**src/rtl/uart_pkg.sv**
```systemverilog
// Shared UART definitions: FSM state encoding and default frame parameters.
// No logic and no latency; consumed by uart_tx and uart_rx.
package uart_pkg;

  typedef enum logic [1:0] {
    IDLE  = 2'b00,
    START = 2'b01,
    DATA  = 2'b11,
    STOP  = 2'b10
  } uart_state_t;

  localparam int CLOCKS_PER_PULSE_DEF = 16;
  localparam int DATA_WIDTH_DEF       = 8;

endpackage

```
**src/rtl/sync_2ff.sv**
```systemverilog
// Two-flop synchroniser for a single asynchronous input; 2-cycle latency, no backpressure.
module sync_2ff #(
  parameter logic RESET_VAL = 1'b1
) (
  input  logic clk,
  input  logic rstn,
  input  logic d,
  output logic q
);

  logic meta;

  always_ff @(posedge clk or negedge rstn) begin
    if (!rstn) begin
      meta <= RESET_VAL;
      q    <= RESET_VAL;
    end else begin
      meta <= d;
      q    <= meta;
    end
  end

endmodule

```
**src/rtl/uart_rx.sv**
```systemverilog
// UART receiver: start/data/stop frame, mid-bit sampling, one-cycle valid or framing-error strobe.
// Strobe follows the stop-bit sample by one register; no backpressure, words are dropped if unread.
module uart_rx
  import uart_pkg::*;
#(
  parameter int CLOCKS_PER_PULSE = CLOCKS_PER_PULSE_DEF,
  parameter int DATA_WIDTH       = DATA_WIDTH_DEF
) (
  input  logic                  clk,
  input  logic                  rstn,
  input  logic                  rx,
  output logic [DATA_WIDTH-1:0] data_out,
  output logic                  data_valid,
  output logic                  frame_err,
  output logic                  rx_busy
);

  localparam int CW = $clog2(CLOCKS_PER_PULSE);
  localparam int BW = $clog2(DATA_WIDTH);
  localparam logic [CW-1:0] HALF_LAST = CW'(CLOCKS_PER_PULSE / 2 - 1);
  localparam logic [CW-1:0] BIT_LAST  = CW'(CLOCKS_PER_PULSE - 1);
  localparam logic [BW-1:0] DATA_LAST = BW'(DATA_WIDTH - 1);

  uart_state_t           state, state_nxt;
  logic [CW-1:0]         c_clocks, c_clocks_nxt;
  logic [BW-1:0]         c_bits, c_bits_nxt;
  logic [DATA_WIDTH-1:0] data, data_nxt;
  logic [DATA_WIDTH-1:0] data_out_nxt;
  logic                  data_valid_nxt, frame_err_nxt;
  logic                  rx_s, rx_q, fall;

  sync_2ff #(.RESET_VAL(1'b1)) u_sync (
    .clk  (clk),
    .rstn (rstn),
    .d    (rx),
    .q    (rx_s)
  );

  // Only an edge starts a frame, so a line stuck low after a framing error stays idle.
  assign fall    = rx_q & ~rx_s;
  assign rx_busy = (state != IDLE);

  always_ff @(posedge clk or negedge rstn) begin
    if (!rstn) begin
      state      <= IDLE;
      rx_q       <= 1'b1;
      c_clocks   <= '0;
      c_bits     <= '0;
      data       <= '0;
      data_out   <= '0;
      data_valid <= 1'b0;
      frame_err  <= 1'b0;
    end else begin
      state      <= state_nxt;
      rx_q       <= rx_s;
      c_clocks   <= c_clocks_nxt;
      c_bits     <= c_bits_nxt;
      data       <= data_nxt;
      data_out   <= data_out_nxt;
      data_valid <= data_valid_nxt;
      frame_err  <= frame_err_nxt;
    end
  end

  always_comb begin
    state_nxt      = state;
    c_clocks_nxt   = c_clocks;
    c_bits_nxt     = c_bits;
    data_nxt       = data;
    data_out_nxt   = data_out;
    data_valid_nxt = 1'b0;
    frame_err_nxt  = 1'b0;
    case (state)
      IDLE: begin
        if (fall) begin
          state_nxt    = START;
          c_clocks_nxt = '0;
          c_bits_nxt   = '0;
        end
      end
      START: begin
        if (c_clocks == HALF_LAST) begin
          c_clocks_nxt = '0;
          state_nxt    = rx_s ? IDLE : DATA;
        end else begin
          c_clocks_nxt = c_clocks + 1'b1;
        end
      end
      DATA: begin
        if (c_clocks == BIT_LAST) begin
          c_clocks_nxt = '0;
          for (int i = 0; i < DATA_WIDTH; i++) begin
            if (c_bits == BW'(i)) data_nxt[i] = rx_s;
          end
          if (c_bits == DATA_LAST) state_nxt = STOP;
          else                     c_bits_nxt = c_bits + 1'b1;
        end else begin
          c_clocks_nxt = c_clocks + 1'b1;
        end
      end
      STOP: begin
        if (c_clocks == BIT_LAST) begin
          c_clocks_nxt = '0;
          state_nxt    = IDLE;
          if (rx_s) begin
            data_out_nxt   = data;
            data_valid_nxt = 1'b1;
          end else begin
            frame_err_nxt  = 1'b1;
          end
        end else begin
          c_clocks_nxt = c_clocks + 1'b1;
        end
      end
      default: state_nxt = IDLE;
    endcase
  end

endmodule

```
**config.mk**
```make
export PLATFORM = sky130hd
export DESIGN_NAME = uart_rx
export DESIGN_NICKNAME = d
export VERILOG_FILES = /design/src/rtl/uart_pkg.sv /design/src/rtl/sync_2ff.sv /design/src/rtl/uart_rx.sv
export SDC_FILE = /design/constraint.sdc
export NUM_CORES = 1
export LEC_CHECK = 0
export BUFFER_PORTS_ARGS = -buffer_cell sky130_fd_sc_hd__buf_2
export CAP_MARGIN = 15
export CORE_ASPECT_RATIO = 1.5
export CORE_MARGIN = 2
export CORE_UTILIZATION = 36
export CTS_CLUSTER_DIAMETER = 100
export DETAILED_ROUTE_END_ITERATION = 12
export GPL_TIMING_DRIVEN = 0
export PLACE_DENSITY = 0.59
export SYNTH_ARGS = -nofsm -noshare
export SYNTH_HDL_FRONTEND = slang
export SYNTH_SLANG_ARGS = --single-unit
export TNS_END_PERCENT = 30
```
**constraint.sdc**
```tcl
create_clock -name clk -period 1.56 [get_ports clk]
set_input_delay 0.078 -clock clk [delete_from_list [all_inputs] [get_ports clk]]
set_output_delay 0.078 -clock clk [all_outputs]
set_load 0.005 [all_outputs]
```
==> metrics.md, run 1 <==
| Metric | Value |
|---|---|
| Status | `finished clean` |
| Total number of H-tree levels | `2` |
| Setup repair after global routing missed its margin | `yes` |
| Post-synthesis register bit count | `30` |
| Vias in the first global route | `967` |
| Ratio of routed vias to standard cells | `5.15` |
| Total length of routed met2 wires | `1350 um` |
| Total GRT Usage | `13.1%` |
| Final max-slew violation count | `0` |
| Top layer reached by signal wires | `met4` |
| Final non-filler cell total | `189` |
| Arrival time reported for the critical path endpoint | `1.68 ns` |
| Fraction of final layout cells sized beyond drive strength 1 | `40.3%` |
| Critical path cell sequence | `ha_4 -> nand3_2 -> nor3_4 -> buf_12 -> mux2_2` |
| Fillers | `369` |
| Post-synthesis instance area | `1430 um2` |
| Number of standard cells after synthesis | `117` |
| Remaining antenna violation count | `0` |
| Synthesis warning total | `0` |
| Sum of net half-perimeters after detailed placement | `1730 um` |
| Clock Tree Buf Depth | `2` |
| Clock-pin slew of the registers on the worst-case setup and hold paths | `0.07 ns` |
| Port Buffer Count | `13` |
| Number of detailed-routing iterations run before antenna repair | `4` |
| Total via count after detailed routing | `973` |
| Clock tree from TritonCTS | `yes` |
| Pin count of the biggest net entering global routing | `31` |
| Die width | `55.4 um` |
| Critical Path End Type | `flop` |
| Clk Latency, worst-skew pair | `0.29 ns` |
| Die area | `4490 um2` |
| Worst path top cell family by delay | `flip-flops` |
| Post-route DRC violation count | `0` |
| Inserted Clock Buffers | `5` |
| Mean area per synthesized cell | `12.2 um2` |
| Routed met3 length | `69 um` |
| Overall power after layout | `2730 uW` |
| Peak VDD IR | `0.000902 V` |
| Count of buffering cells on the critical path with inverters included | `1` |
| Final period utilization | `96.8%` |
| Library cell contributing the largest single delay on the critical path | `sky130_fd_sc_hd__dfrtp_1` |
| Routed WL | `2650 um` |
| Crit path required time | `1.73 ns` |
| Total count of hold-check failures in the final report | `0` |
| Worst Skew | `0.00668 ns` |
| Power density normalized to cell area | `1540 nW/um2` |
| Slew margin rel. | `55.7%` |
| Placer congestion estimate | `0.741` |
| Iter 0 DRT Violations | `16` |
| Final setup violation count | `0` |
| Number of distinct standard cells referenced by the synthesized netlist | `30` |
| Final worst path period need | `1.51 ns` |
| Wire length on met1 | `1160 um` |
| Kind of critical path | `flop to flop` |
| Antenna violations before repair | `0` |
| Area overhead of the layout relative to synthesis | `23.9%` |
| Proportion of synthesized chip area in sequential cells | `52.9%` |
| Clk Tree Root Cell | `sky130_fd_sc_hd__clkbuf_8` |
| Total placed instance area | `1550 um2` |
| LEAKAGE | `0.000834 uW` |
| Footprint of the multi-input gates | `639 um2` |
| Cell count after placement | `175` |
| Ports | `14` |
| Class of the worst hold path | `primary input to async pin` |
| Syn_nets | `127` |
| Max-cap check violation count | `0` |
| Area of all sequential standard cells | `756 um2` |
| Timing-limited maximum frequency | `0.663 GHz` |
| Core Area | `3890 um2` |
| Remaining global-route overflow | `0` |
| Slew at the pin closest to its max-slew limit | `0.664 ns` |
| Crit start category | `flop` |
| Cell row count | `28` |
| Sinks on Clock Net | `30` |
| CP Max Fanout | `9` |
| Detailed-route wire length per cell | `14.0 um` |
| Post-Layout Inst Area | `1770 um2` |
| Vertical extent of the die | `81.1 um` |
| Max incr delay on CP | `0.41 ns` |
| Worst hold slack after final layout | `0.358 ns` |
| First-pass GRT wire length | `4520 um` |
| Antenna diodes | `0` |
| Initial Util | `36.7%` |
| # nets final | `153` |
-- flip-flops by register name (all words and copies together), names as in the netlist --
register and cells:
c_bits 3, data 8, u_sync.meta 1, data_out 8, rx_q 1, c_clocks 4, frame_err 1, state 2
u_sync.q 1, data_valid 1
-- through the flow --
stage | TNS [ns] | setup slack [ns] | utilization (%)
2_1_floorplan | 0 | 0.00635 | -
3_3_place_gp | -2.11 | -0.155 | 39.8
3_5_place_dp | -2.40 | -0.195 | 39.8
4_1_cts | 0 | 0.00245 | 44.4
5_1_grt | -0.0250 | -0.0121 | 45.4
6_report | 0 | 0.0506 | 45.4
-- worst paths after layout --
kind,start,end,slack [ns],cells past startpoint
max reg2reg,c_clocks[1]$_DFFE_PN0P_,data_out[4]$_DFFE_PN0P_,0.05,5
max,c_clocks[1]$_DFFE_PN0P_,data_out[4]$_DFFE_PN0P_,0.05,5
min,rstn,data[3]$_DFFE_PN0P_,0.36,2
min in group clk,u_sync.meta$_DFF_PN1_,u_sync.q$_DFF_PN1_,0.36,0
min reg2reg,u_sync.meta$_DFF_PN1_,u_sync.q$_DFF_PN1_,0.36,0
max in group asynchronous,rstn,c_bits[0]$_DFFE_PN0P_,0.73,2
-- report_power, final --
part	switching [uW]	total, uW	internal [uW]	leakage, uW
logic	490	887	397	0.000393
clock network	299	769	469	0.0000579
registers	121	1070	950	0.000383
total	911	2730	1820	0.000834
-- placed cells by master, fill, tap and decap left out, drive strengths merged, types with 2 or more instances in the layout --
cell         instances
dfrtp               27
buf                 22
mux2                16
inv                  9
nand3                8
nand4                7
clkbuf               7
ha                   7
mux2i                6
nand2                6
dfstp                3
nor2                 2
o21ai                2
o31ai                2
or4b                 2
clkinv               2
dlygate4sd3          2
nor4                 2
-- final cells by class --
cell class / count / share of cell area [%]
well taps: 45 / 3.19
repair buffers: 19 / 7.22
multi-input cells: 71 / 36.2
clock inverters: 3 / 2.27
inverters: 9 / 1.91
flip-flops and latches: 30 / 42.8
clock buffers: 5 / 3.90
plain buffers: 7 / 2.55
-- logic make-up (layout without fill, tap and decap cells) --
logic type	count (synthesis)	after routing	share of synthesized area [%]
AND/OR/NAND/NOR	32	32	14.0
multiplexers	22	22	16.8
AO/OA/AOI/OAI	10	10	4.91
adder cells (fa/ha/maj)	7	7	6.14
buffers and inverters	16	43	5.18
flip-flops	30	30	52.9
-- synth_stat cells (all sizes together) --
cell type / instances / area, um2
nand3: 8 / 40.0
nor4: 2 / 18.8
nor2: 2 / 7.51
nand4: 7 / 43.8
and4: 1 / 8.76
a21oi: 1 / 5.00
o22a: 1 / 8.76
or4b: 2 / 20.0
a22o: 1 / 8.76
nand2b: 1 / 6.26
dfrtp: 27 / 676
inv: 9 / 33.8
buf: 5 / 32.5
mux2: 16 / 180
and3: 1 / 6.26
clkbuf: 2 / 7.51
mux2i: 6 / 60.1
ha: 7 / 87.6
a21boi: 1 / 7.51
a31oi: 1 / 6.26
nand2: 6 / 25.0
o21ai: 2 / 10.0
o31ai: 2 / 15.0
o2111ai: 1 / 8.76
nand3b: 1 / 7.51
dfstp: 3 / 78.8
nor3: 1 / 16.3
-- per-layer routing --
metal  global-route usage, %  vias up
li1                        -      469
met1                    15.0      481
met2                    21.8       16
met3                    3.82        7
met4                    7.32        0
met5                       0        -
-- repair_timing --
item                                    4_1_cts  5_1_grt
endpoints found under the setup margin       19       19
resized for setup                             3        8
endpoints found under the hold margin        28        0
hold buffers                                  2        0
pin swaps                                     2        4
setup buffers                                 2        2
Power figures use the tool's default switching activity.
==> run 2, diff against run 1 <==
--- a/config.mk
+++ b/config.mk
@@ -13,7 +13,8 @@
 export CTS_CLUSTER_DIAMETER = 100
 export DETAILED_ROUTE_END_ITERATION = 12
 export GPL_TIMING_DRIVEN = 0
-export PLACE_DENSITY = 0.59
+export PLACE_DENSITY = 0.57
+export REMOVE_ABC_BUFFERS = 1
 export SYNTH_ARGS = -nofsm -noshare
 export SYNTH_HDL_FRONTEND = slang
 export SYNTH_SLANG_ARGS = --single-unit
==> constraint.sdc (replaced) <==
create_clock -name clk -period 1.95 [get_ports clk]
set_input_delay 0.0975 -clock clk [delete_from_list [all_inputs] [get_ports clk]]
set_output_delay 0.0975 -clock clk [all_outputs]
set_load 0.005 [all_outputs]
==> metrics.md, run 2 (same netlist as run 1, synthesis figures left out) <==
| Metric | Value |
|---|---|
| Status | `finished clean` |
| Inserted Clock Buffers | `5` |
| Antenna diodes | `0` |
| Final non-filler cell total | `180` |
| Die width | `55.4 um` |
| Total via count after detailed routing | `939` |
| Vias in the first global route | `964` |
| Vertical extent of the die | `81.1 um` |
| Cell count after placement | `168` |
| Total count of hold-check failures in the final report | `0` |
| Slew margin rel. | `57.1%` |
| Iter 0 DRT Violations | `20` |
| Class of the worst hold path | `flop to flop` |
| Sum of net half-perimeters after detailed placement | `1670 um` |
| Remaining global-route overflow | `0` |
| Power density normalized to cell area | `1210 nW/um2` |
| Total GRT Usage | `12.4%` |
| Number of detailed-routing iterations run before antenna repair | `4` |
| Detailed-route wire length per cell | `13.4 um` |
| Post-CTS resize count | `0` |
| Area of all sequential standard cells | `754 um2` |
| # nets final | `144` |
| LEAKAGE | `0.000801 uW` |
| Final max-slew violation count | `0` |
| Arrival time reported for the critical path endpoint | `1.93 ns` |
| Crit path required time | `2.15 ns` |
| Worst hold slack after final layout | `0.355 ns` |
| Most frequent standard cell in the layout excluding fill and tap cells | `sky130_fd_sc_hd__dfrtp_1` |
| Fraction of final layout cells sized beyond drive strength 1 | `33.3%` |
| Post-route DRC violation count | `0` |
| Least setup slack across all paths after layout | `0.215 ns` |
| Remaining antenna violation count | `0` |
| Core Area | `3890 um2` |
| Total number of H-tree levels | `2` |
| Area overhead of the layout relative to synthesis | `15.8%` |
| Antenna violations before repair | `0` |
| Highest-count cells in the layout ignoring fill and taps | `27 x sky130_fd_sc_hd__dfrtp_1, 16 x sky130_fd_sc_hd__mux2_2, 13 x sky130_fd_sc_hd__buf_2` |
| Largest registers | `data (8), data_out (8), c_clocks (4)` |
| Clk Tree Root Cell | `sky130_fd_sc_hd__clkbuf_8` |
| Clk Latency, worst-skew pair | `0.28 ns` |
| Cell row count | `28` |
| Pin count of the biggest net entering global routing | `31` |
| Footprint of the multi-input gates | `598 um2` |
| Clock tree from TritonCTS | `yes` |
| Sinks on Clock Net | `30` |
| Die area | `4490 um2` |
| Initial Util | `36.7%` |
| Kind of critical path | `flop to flop` |
| Max-cap check violation count | `0` |
| Timing-limited maximum frequency | `0.576 GHz` |
| Placer congestion estimate | `0.766` |
| Final cell utilization of the core | `42.5%` |
| Final setup violation count | `0` |
| Clock-pin slew of the registers on the worst-case setup and hold paths | `0.07 ns` |
| Port Buffer Count | `13` |
| Ratio of routed vias to standard cells | `5.22` |
| Final total negative setup slack | `0 ns` |
| First-pass GRT wire length | `4320 um` |
| Slew at the pin closest to its max-slew limit | `0.644 ns` |
| Setup repair after global routing missed its margin | `no` |
| Ports | `14` |
| Worst Skew | `0.00631 ns` |
| Critical Path End Type | `flop` |
| Routed WL | `2410 um` |
| CP Max Fanout | `5` |
| Final period utilization | `89.0%` |
| Minimum setup slack after placement | `0.149 ns` |
| Final worst path period need | `1.73 ns` |
| Clock Tree Buf Depth | `2` |
| Fillers | `357` |
| Crit start category | `flop` |
| Peak VDD IR | `0.000830 V` |
[run 2: changes by cell type in the layout (fill, tap and decap cells not counted), sizes merged]
cell,before,now
buf,22,15
clkbuf,7,5
[run 2: worst paths after layout]
kind,from,to,slack (ns),cells past startpoint
max in group asynchronous,rstn,frame_err$_DFF_PN0_,1.14,2
setup reg to reg,c_bits[0]$_DFFE_PN0P_,c_bits[2]$_DFFE_PN0P_,0.22,4
min in group asynchronous,rstn,c_clocks[2]$_DFFE_PN0P_,0.37,2
hold / removal,u_sync.meta$_DFF_PN1_,u_sync.q$_DFF_PN1_,0.35,0
setup / recovery,c_bits[0]$_DFFE_PN0P_,c_bits[2]$_DFFE_PN0P_,0.22,4
hold reg to reg,u_sync.meta$_DFF_PN1_,u_sync.q$_DFF_PN1_,0.35,0
[run 2: power by group]
part | internal (uW) | switching [uW]
Combinational | 215 | 249
Clock | 375 | 223
Sequential | 758 | 180
[run 2: repair_timing]
| action | 4_1_cts | 5_1_grt |
|---|---|---|
| hold buffers | 2 | 0 |
| endpoints found under the setup margin | 0 | 8 |
| setup buffers | 0 | 2 |
| hold endpoints to repair | 28 | 0 |
[run 2: metrics by stage]
stage	power, uW	cell area [um2]
after global routing	2160	1650
after CTS	2020	1640
after detailed placement	1410	1510
after floorplan	1260	1390
after global placement	1380	1510
final	2000	1650
[run 2: worst max-delay path, stage by stage (launching register included)]
cell and delay (ns):
sky130_fd_sc_hd__dfrtp_1 0.42, sky130_fd_sc_hd__ha_1 0.24, sky130_fd_sc_hd__ha_1 0.22, sky130_fd_sc_hd__nor4_2 0.52
sky130_fd_sc_hd__mux2i_1 0.25
[run 2: cell type report]
class                      count  share of cell area, %
inverter                       9                   2.05
tap                           45                   3.41
multi-input combinational     71                   36.2
clock buffer                   5                   4.17
sequential                    30                   45.7
clock inverter                 3                   2.42
timing repair buffer          17                   6.06
[run 2: per-layer routing]
metal / share of wire [%] / wire [um] / global-route usage, %
met5: 0 / 0 / 0
met4: 1.7 / 41 / 5.37
met3: 3.9 / 93 / 3.98
met2: 51 / 1230 / 22.0
met1: 43 / 1040 / 13.7
==> run 3, diff against run 2 <==
==> constraint.sdc (replaced) <==
create_clock -name clk -period 2.11 [get_ports clk]
set_input_delay 0.1055 -clock clk [delete_from_list [all_inputs] [get_ports clk]]
set_output_delay 0.1055 -clock clk [all_outputs]
set_load 0.005 [all_outputs]
==> metrics.md, run 3 (same netlist as run 1, synthesis figures left out) <==
| Metric | Value |
|---|---|
| LEAKAGE | `0.000789 uW` |
| Pin count of the biggest net entering global routing | `31` |
| Total count of hold-check failures in the final report | `0` |
| Arrival time reported for the critical path endpoint | `1.95 ns` |
| # nets final | `142` |
| Post-route DRC violation count | `0` |
| Kind of critical path | `flop to flop` |
| Slew margin rel. | `57.2%` |
| Vias in the first global route | `964` |
| Antenna violations before repair | `0` |
| Remaining antenna violation count | `0` |
| Crit path required time | `2.27 ns` |
| Port Buffer Count | `13` |
| Crit start category | `flop` |
| Class of the worst hold path | `flop to flop` |
| Final non-filler cell total | `178` |
| Post-CTS resize count | `0` |
| CP Max Fanout | `9` |
| Worst hold path cell count | `0` |
| Peak VDD IR | `0.000765 V` |
| Final total negative setup slack | `0 ns` |
| Die area | `4490 um2` |
| Antenna diodes | `0` |
| Clock Tree Buf Depth | `2` |
| Clock-pin slew of the registers on the worst-case setup and hold paths | `0.07 ns` |
| Routed WL | `2370 um` |
| Inserted Clock Buffers | `5` |
| Final worst path period need | `1.79 ns` |
| Final period utilization | `84.7%` |
| Final setup violation count | `0` |
| Status | `finished clean` |
| Vertical extent of the die | `81.1 um` |
| Fillers | `359` |
| Clk Tree Root Cell | `sky130_fd_sc_hd__clkbuf_8` |
| Max-cap check violation count | `0` |
| Cell count after placement | `168` |
| Slew at the pin closest to its max-slew limit | `0.642 ns` |
| Total number of H-tree levels | `2` |
| Ports | `14` |
| Logic depth of the worst register-to-register path | `4` |
| First-pass GRT wire length | `4320 um` |
| Placer congestion estimate | `0.766` |
| Sum of net half-perimeters after detailed placement | `1670 um` |
| Clock tree from TritonCTS | `yes` |
| Sinks on Clock Net | `30` |
| Cell row count | `28` |
| Remaining global-route overflow | `0` |
| Total via count after detailed routing | `924` |
| Fraction of final layout cells sized beyond drive strength 1 | `32.3%` |
| Final max-slew violation count | `0` |
| Final cell utilization of the core | `42.1%` |
| Core Area | `3890 um2` |
| Least setup slack across all paths after layout | `0.323 ns` |
| Power density normalized to cell area | `1130 nW/um2` |
| Number of detailed-routing iterations run before antenna repair | `4` |
| Area overhead of the layout relative to synthesis | `14.7%` |
| Worst Skew | `0.00623 ns` |
| Critical Path End Type | `flop` |
| Total GRT Usage | `12.4%` |
| Iter 0 DRT Violations | `27` |
| Largest registers | `data (8), data_out (8), c_clocks (4)` |
| Detailed-route wire length per cell | `13.3 um` |
| Most frequent standard cell in the layout excluding fill and tap cells | `sky130_fd_sc_hd__dfrtp_1` |
| Initial Util | `36.7%` |
| Minimum setup slack after placement | `0.309 ns` |
| Highest-count cells in the layout ignoring fill and taps | `27 x sky130_fd_sc_hd__dfrtp_1, 16 x sky130_fd_sc_hd__mux2_2, 13 x sky130_fd_sc_hd__buf_2` |
| Setup repair after global routing missed its margin | `no` |
| Clk Latency, worst-skew pair | `0.28 ns` |
| Ratio of routed vias to standard cells | `5.19` |
| Die width | `55.4 um` |
| Timing-limited maximum frequency | `0.560 GHz` |
-- run 3: cell types whose count changed in the layout (fill, tap and decap cells not counted) --
cell	change
sky130_fd_sc_hd__buf_4	-2
-- run 3: cell type report --
| type | count | area (um2) | share of cell area, % |
|---|---|---|---|
| multi-input combinational | 71 | 598 | 36.5 |
| clock inverter | 3 | 40.0 | 2.45 |
| clock buffer | 5 | 68.8 | 4.20 |
| inverter | 9 | 33.8 | 2.06 |
| timing repair buffer | 15 | 85.1 | 5.20 |
| tap | 45 | 56.3 | 3.44 |
| sequential | 30 | 754 | 46.1 |
-- run 3: path summary, 6_finish.rpt --
path	slack, ns	endpoint	from
max	0.32	data_out[5]$_DFFE_PN0P_	c_clocks[0]$_DFFE_PN0P_
min	0.35	u_sync.q$_DFF_PN1_	u_sync.meta$_DFF_PN1_
max reg2reg	0.32	data_out[5]$_DFFE_PN0P_	c_clocks[0]$_DFFE_PN0P_
min reg2reg	0.35	u_sync.q$_DFF_PN1_	u_sync.meta$_DFF_PN1_
max in group asynchronous	1.30	frame_err$_DFF_PN0_	rstn
min in group asynchronous	0.38	c_clocks[2]$_DFFE_PN0P_	rstn
-- run 3: metrics by stage --
step | hold WS [ns] | cell area, um2 | power, uW
after detailed placement | 0.177 | 1510 | 1300
after global routing | 0.363 | 1640 | 1990
after global placement | 0.163 | 1510 | 1280
after floorplan | -0.190 | 1390 | 1170
after CTS | 0.357 | 1640 | 1860
final | 0.355 | 1640 | 1850
-- run 3: layer usage --
layer / track usage (%) / routed length, um / vias up
li1: - / - / 448
met5: 0 / 0 / -
met3: 3.98 / 94 / 5
met1: 13.7 / 1010 / 456
met2: 22.0 / 1220 / 15
met4: 5.37 / 41 / 0
-- run 3: power breakdown --
group          switching [uW]  internal [uW]  total, uW
clock network             206            347        553
logic                     230            197        427
registers                 166            700        866
-- run 3: what timing repair did --
action,CTS,global route
buffers inserted,0,0
setup endpoints to repair,0,0
hold endpoints to repair,28,0
hold buffers,2,0
-- run 3: critical path, cell delays in order (launching register included) --
cell	delay, ns
sky130_fd_sc_hd__dfrtp_1	0.39
sky130_fd_sc_hd__ha_1	0.31
sky130_fd_sc_hd__nand3_1	0.17
sky130_fd_sc_hd__nor3_4	0.40
sky130_fd_sc_hd__mux2_2	0.39
